[config.mk]
export PLATFORM = sky130hd
export DESIGN_NAME = sync_fifo
export DESIGN_NICKNAME = d
export VERILOG_FILES = /design/src/rtl/sync_fifo.sv
export SDC_FILE = /design/constraint.sdc
export NUM_CORES = 1
export LEC_CHECK = 0
export CORE_MARGIN = 3
export CORE_UTILIZATION = 41
export CTS_BUF_LIST = sky130_fd_sc_hd__clkbuf_2 sky130_fd_sc_hd__clkbuf_4 sky130_fd_sc_hd__clkbuf_8
export DETAILED_ROUTE_END_ITERATION = 8
export PLACE_DENSITY = 0.53
export SLEW_MARGIN = 15
export SYNTH_ARGS = -nofsm -noshare
export SYNTH_HDL_FRONTEND = slang
export SYNTH_SLANG_ARGS = --single-unit
[constraint.sdc]
create_clock -name clk -period 9.9 [get_ports clk]
set_clock_uncertainty 0.2 [all_clocks]
set_input_delay 2.97 -clock clk [delete_from_list [all_inputs] [get_ports clk]]
set_output_delay 2.97 -clock clk [all_outputs]
set_load 0.01 [all_outputs]
[src/rtl/sync_fifo.sv]
// Single-clock FIFO with synchronous reset; the head entry is visible on rdata_o
// whenever the FIFO is not empty.
module sync_fifo #(
    parameter int WIDTH = 72,
    parameter int DEPTH = 16
) (
    input  logic                     clk,
    input  logic                     reset,
    input  logic                     push_i,
    input  logic [WIDTH-1:0]         wdata_i,
    input  logic                     pop_i,
    output logic [WIDTH-1:0]         rdata_o,
    output logic                     full_o,
    output logic                     empty_o,
    output logic [$clog2(DEPTH):0]   level_o
);
    localparam int AW = $clog2(DEPTH);
    localparam int LW = AW + 1;
    localparam logic [AW-1:0] PTR_ONE  = AW'(1);
    localparam logic [LW-1:0] LVL_ONE  = LW'(1);
    localparam logic [LW-1:0] LVL_FULL = LW'(DEPTH);

    logic [WIDTH-1:0] mem_q [DEPTH];
    logic [AW-1:0]    wr_ptr_q;
    logic [AW-1:0]    rd_ptr_q;
    logic [LW-1:0]    level_q;
    logic             push_ok_s;
    logic             pop_ok_s;

    assign full_o    = (level_q == LVL_FULL);
    assign empty_o   = (level_q == {LW{1'b0}});
    assign level_o   = level_q;
    assign rdata_o   = mem_q[rd_ptr_q];
    assign push_ok_s = push_i & ~full_o;
    assign pop_ok_s  = pop_i & ~empty_o;

    // Storage array; contents need no reset because level gates every read.
    always_ff @(posedge clk) begin
        if (push_ok_s) begin
            mem_q[wr_ptr_q] <= wdata_i;
        end
    end

    // Pointers and occupancy; pointer arithmetic wraps naturally at DEPTH.
    always_ff @(posedge clk) begin
        if (reset) begin
            wr_ptr_q <= {AW{1'b0}};
            rd_ptr_q <= {AW{1'b0}};
            level_q  <= {LW{1'b0}};
        end else begin
            if (push_ok_s) wr_ptr_q <= wr_ptr_q + PTR_ONE;
            if (pop_ok_s)  rd_ptr_q <= rd_ptr_q + PTR_ONE;
            case ({push_ok_s, pop_ok_s})
                2'b10:   level_q <= level_q + LVL_ONE;
                2'b01:   level_q <= level_q - LVL_ONE;
                default: level_q <= level_q;
            endcase
        end
    end

endmodule

== After elaboration in Yosys (flattened, before gate mapping) ==
Memory sizes are Yosys's and may differ from the RTL's. A register that Yosys moved wholly into a read port is not among the register bits.
Index checks and enable logic that the tools add are counted.

* Flip-flop bits (word level): 13
* Memory bits (writable): 1152
* Bits of input ports: 76
* Output and inout bits: 79
* Logic and storage cells: 22
* Memories kept: 1

{| class="wikitable"
|+ Memories
! memory !! words !! bits a word !! read ports !! clocked after memory_dff !! wr ports !! RTL line !! text
|-
| mem_q || 16 || 72 || 1 || 1 || 1 || 23 || <nowiki>logic [WIDTH-1:0] mem_q [DEPTH];</nowiki>
|}

* Add/subtract/negate cells: 4
* Equal/unequal tests: 3
* Muxes and demuxes: 5
* Bitwise logic cells: 4
* Reductions and logical operators: 2

{| class="wikitable"
|+ Operators by type and width
! kind !! count
|-
| one-hot mux 5 bit (2 select lines) || 1
|-
| adder 4 x 1 -> 4 bit (second input constant) || 2
|-
| 2-to-1 mux 4 bit || 2
|-
| adder 5 x 1 -> 5 bit (second input constant) || 1
|-
| equality test 5 bit (second input constant) || 1
|-
| logical NOT 5 bit || 1
|-
| subtractor 5 x 1 -> 5 bit (second input constant) || 1
|-
| bitwise AND 1 bit || 2
|-
| equality test 2 x 1 -> 1 bit (second input constant) || 1
|-
| equality test 2 bit (second input constant) || 1
|-
| 2-to-1 mux 1 bit || 2
|-
| NOT 1 bit || 2
|-
| nonzero test 2 bit || 1
|}

== Depth between registers and ports, before layout ==
* Depth after elaboration: 5
* Gate-level depth with buffers: 13
* Mapped depth without buffers: 10

== Least setup slack after synthesis ==
OpenSTA, ideal clock, no wires.

* Path kind: input -> register
* From: in push_i
* To: mem mem_q[0][0], enable pin
* Library setup time: 0.591 ns
* Arrival: 8.097 ns
* Data required time: 9.109 ns
* Slack: 1.013 ns
* Stages: 3
* Path buffers: 0
* Path through: o21a_4 nand2_1 nor3_1

* Word-level cells in the longest chain between the ends: 3

{| class="wikitable"
|+ RTL lines
! item !! RTL line !! text
|-
| start: declaration || 9 || <nowiki>input logic push_i,</nowiki>
|-
| bitwise AND 1 bit || 34 || <nowiki>assign push_ok_s = push_i & ~full_o;</nowiki>
|-
| 2-to-1 mux 1 bit || 39 || <nowiki>if (push_ok_s) begin</nowiki>
|-
| 2-to-1 mux 1 bit (implied by the code) || 40 || <nowiki>mem_q[wr_ptr_q] <= wdata_i;</nowiki>
|-
| end: declaration || 23 ||
|}

No other way between the ends.

==> flow_metrics.py <==
metrics = {
    "critical_path": {
        "crit_type": "flip-flop to primary output",
        "critPathLaunchType": "flip-flop",
        "cp.required_ps": 6730,
        "r2r_setup_slack_ps": 6450,
        "endpoint_kind": "primary output",
        "critPathMaxFanout": 55,
        "cp_data_arrival_time_ps": 4100,
        "crit_family": "buffers and inverters",
        "path_buf_inv": 2,
        "cpPeakStageDelay_ps": 890,
        "cp_slowest_cell": "dfxtp_4",
        "path_cells": "buf_4, mux4_2, a22oi_1, nand2_1, clkdlybuf4s50_1",
    },
    "pwr": {
        "ir_worst_vdd_v": 0.000163,
        "p_per_area_nw_per_um2": 226,
        "power_leakage_uw": 0.0158,
    },
    "placement": {
        "io_buffer_count": 154,
        "place_area_sq_um": 47300,
        "dp_cells": 3366,
        "place_congestion": 0.733,
        "place_hpwl_mm": 50.8,
    },
    "routing": {
        "detail_route.wirelength_mm": 104,
        "via_per_inst": 5.54,
        "first_iter_violations": 1624,
        "final_antenna_net_count": 0,
        "dr.pass1.iters": 5,
        "drcViolationCount": 0,
        "avgRoutedWirePerCell_microns": 28.0,
        "via_count": 20600,
    },
    "clock_network": {
        "cts_max_level": 4,
        "clkSinkCount": 1169,
        "cts_resized": 0,
        "cts_hold_buf": 0,
        "root_buffer": "clkbuf_8",
        "post_cts_buffers": 0,
        "clk_path_buf_depth": 3,
        "path_clk_slew_ps": 60,
        "clk_latency_ps": 850,
        "cts_tree": "yes",
        "cts_buffers": 190,
    },
    "timing": {
        "setup_violations": 0,
        "slew_violations": 0,
        "fin_tns_setup_ps": 0,
        "rsz0062_at_grt": "no",
        "finalHoldViolCount": 0,
        "period_share_pct": 73.4,
        "max_freq_mhz": 138,
        "max_slew_margin_pct": 25.1,
        "worst_pin_slew_ps": 1120,
        "whs_ps": 308,
        "fin_crit_ps": 7270,
    },
    "yosys": {
        "syn_inst": 1881,
        "yosysWarningCount": 0,
        "synth_area_sq_um": 44000,
        "ys_seq_elements": 1169,
        "ys_seq_area_share_pct": 79.4,
        "synth.avg_cell_area_sq_um": 23.4,
        "synth_cell_type_count": 42,
        "synth_nets": 1965,
    },
    "floorplanning": {
        "placementRows": 119,
        "ios": 155,
        "core_sq_um": 106000,
        "start_util_pct": 41.6,
        "die_y_microns": 334,
        "die_w_microns": 334,
        "dieArea_sq_um": 111000,
    },
    "finish": {
        "syn_to_final_growth_pct": 16.0,
        "stdcell_count": 3713,
        "drive_above_1_share_pct": 28.6,
        "layout_common_cells": "edfxtp_1, mux4_2, clkbuf_8",
        "nets": 2251,
        "final_area_sq_um": 51000,
        "utilization_pct": 48.2,
        "layout_commonest_cell": "edfxtp_1",
    },
    "outcome": {
        "outcome": "complete, no violations",
    },
    "grt": {
        "grt_usage_pct": 18.8,
        "overflow": 0,
        "antenna_found_initial": 12,
        "grt_pass1_wl_mm": 152,
        "grt_pass1_vias": 22400,
        "grt_max_degree": 111,
    },
    "min_path": {
        "hold_path_class": "flip-flop to flip-flop",
    },
    "job": {
        "drv_cap": 0,
    },
}
-- flip-flops by register name (all words and copies together) (netlist names), named ones only --
signal / flops
wr_ptr_q: 4
level_o: 5
mem_q: 1152
rd_ptr_q: 4
-- logic make-up after synthesis --
family                     after synthesis  synth area share (%)
DFF                                   1169                  79.4
muxes                                  292                  14.8
AOI/OAI and AO/OA                      160                  2.81
and+or+nand+nor                        133                  1.28
buffers and inverters                  111                  1.27
xor gates and xnor gates                 8                 0.159
adders and majority gates                8                 0.228
-- metrics by stage --
step	setup WS (ps)	power, uW
6_report	2630	11500
5_1_grt	2320	12100
4_1_cts	2490	11700
3_5_place_dp	3490	7620
3_3_place_gp	3480	7610
2_1_floorplan	1010	6940
-- worst register-to-register path, stage by stage (launching register included) --
cell	delay (ps)
dfxtp_1	520
or4_4	310
o21a_4	190
nand2_1	240
nor3_2	180
buf_4	590
buf_4	780
-- final timing paths --
path	from	endpoint	cells after the start
hold / removal	rd_ptr_q[3]	rd_ptr_q[3]	2
hold reg to reg	rd_ptr_q[3]	rd_ptr_q[3]	2
setup reg to reg	level_o[2]	mem_q[1][3]	6
setup / recovery	flip-flop	rdata_o[34]	5
-- area by class of cell --
class	count	area, sq um
clock buffers	265	3180
diodes	6	15.0
clock inverters	76	523
flip-flops and latches	1169	34900
well taps	1391	1740
multi-input cells	601	8630
fillers	8618	54800
repair buffers	198	1960
inverters	7	26.3
-- synthesized netlist by cell type (all sizes together) --
| cell | n | share of area (%) |
|---|---|---|
| edfxtp | 1152 | 79 |
| mux4 | 288 | 15 |
| a22oi | 144 | 2.5 |
| nand2 | 78 | 0.67 |
| buf | 61 | 0.84 |
| clkbuf | 43 | 0.37 |
| nor2 | 34 | 0.29 |
| dfxtp | 17 | 0.77 |
| ha | 8 | 0.23 |
| inv | 7 | 0.060 |
| xor2 | 7 | 0.14 |
| nor3 | 6 | 0.068 |
| o211ai | 4 | 0.12 |
| mux2i | 3 | 0.068 |
| nand2b | 3 | 0.043 |
| o21a | 3 | 0.068 |
| a21oi | 2 | 0.023 |
| and3 | 2 | 0.028 |
| nor2b | 2 | 0.028 |
| o21ai | 2 | 0.048 |
| or4 | 2 | 0.043 |
| a21o | 1 | 0.017 |
| a221oi | 1 | 0.020 |
| and2 | 1 | 0.014 |
| and3b | 1 | 0.020 |
| mux2 | 1 | 0.026 |
| nand3b | 1 | 0.017 |
| nand4b | 1 | 0.020 |
| nand4bb | 1 | 0.026 |
| o221ai | 1 | 0.020 |
| o311ai | 1 | 0.020 |
| o31ai | 1 | 0.017 |
| or3b | 1 | 0.020 |
| xnor2 | 1 | 0.020 |
-- where the power goes --
part           switching, uW  total, uW  leakage [uW]  internal, uW
Sequential              82.9       5680        0.0105          5590
Combinational            901       1800       0.00330           899
Clock                   1880       4070       0.00196          2190
Total                   2870      11500        0.0158          8680
-- layer usage --
metal,GRT usage (%),wire [microns]
met1,25.7,44700
met2,30.3,51100
met4,4.84,1700
met5,0,87
met3,4.68,6390
Power figures use the tool's default switching activity.
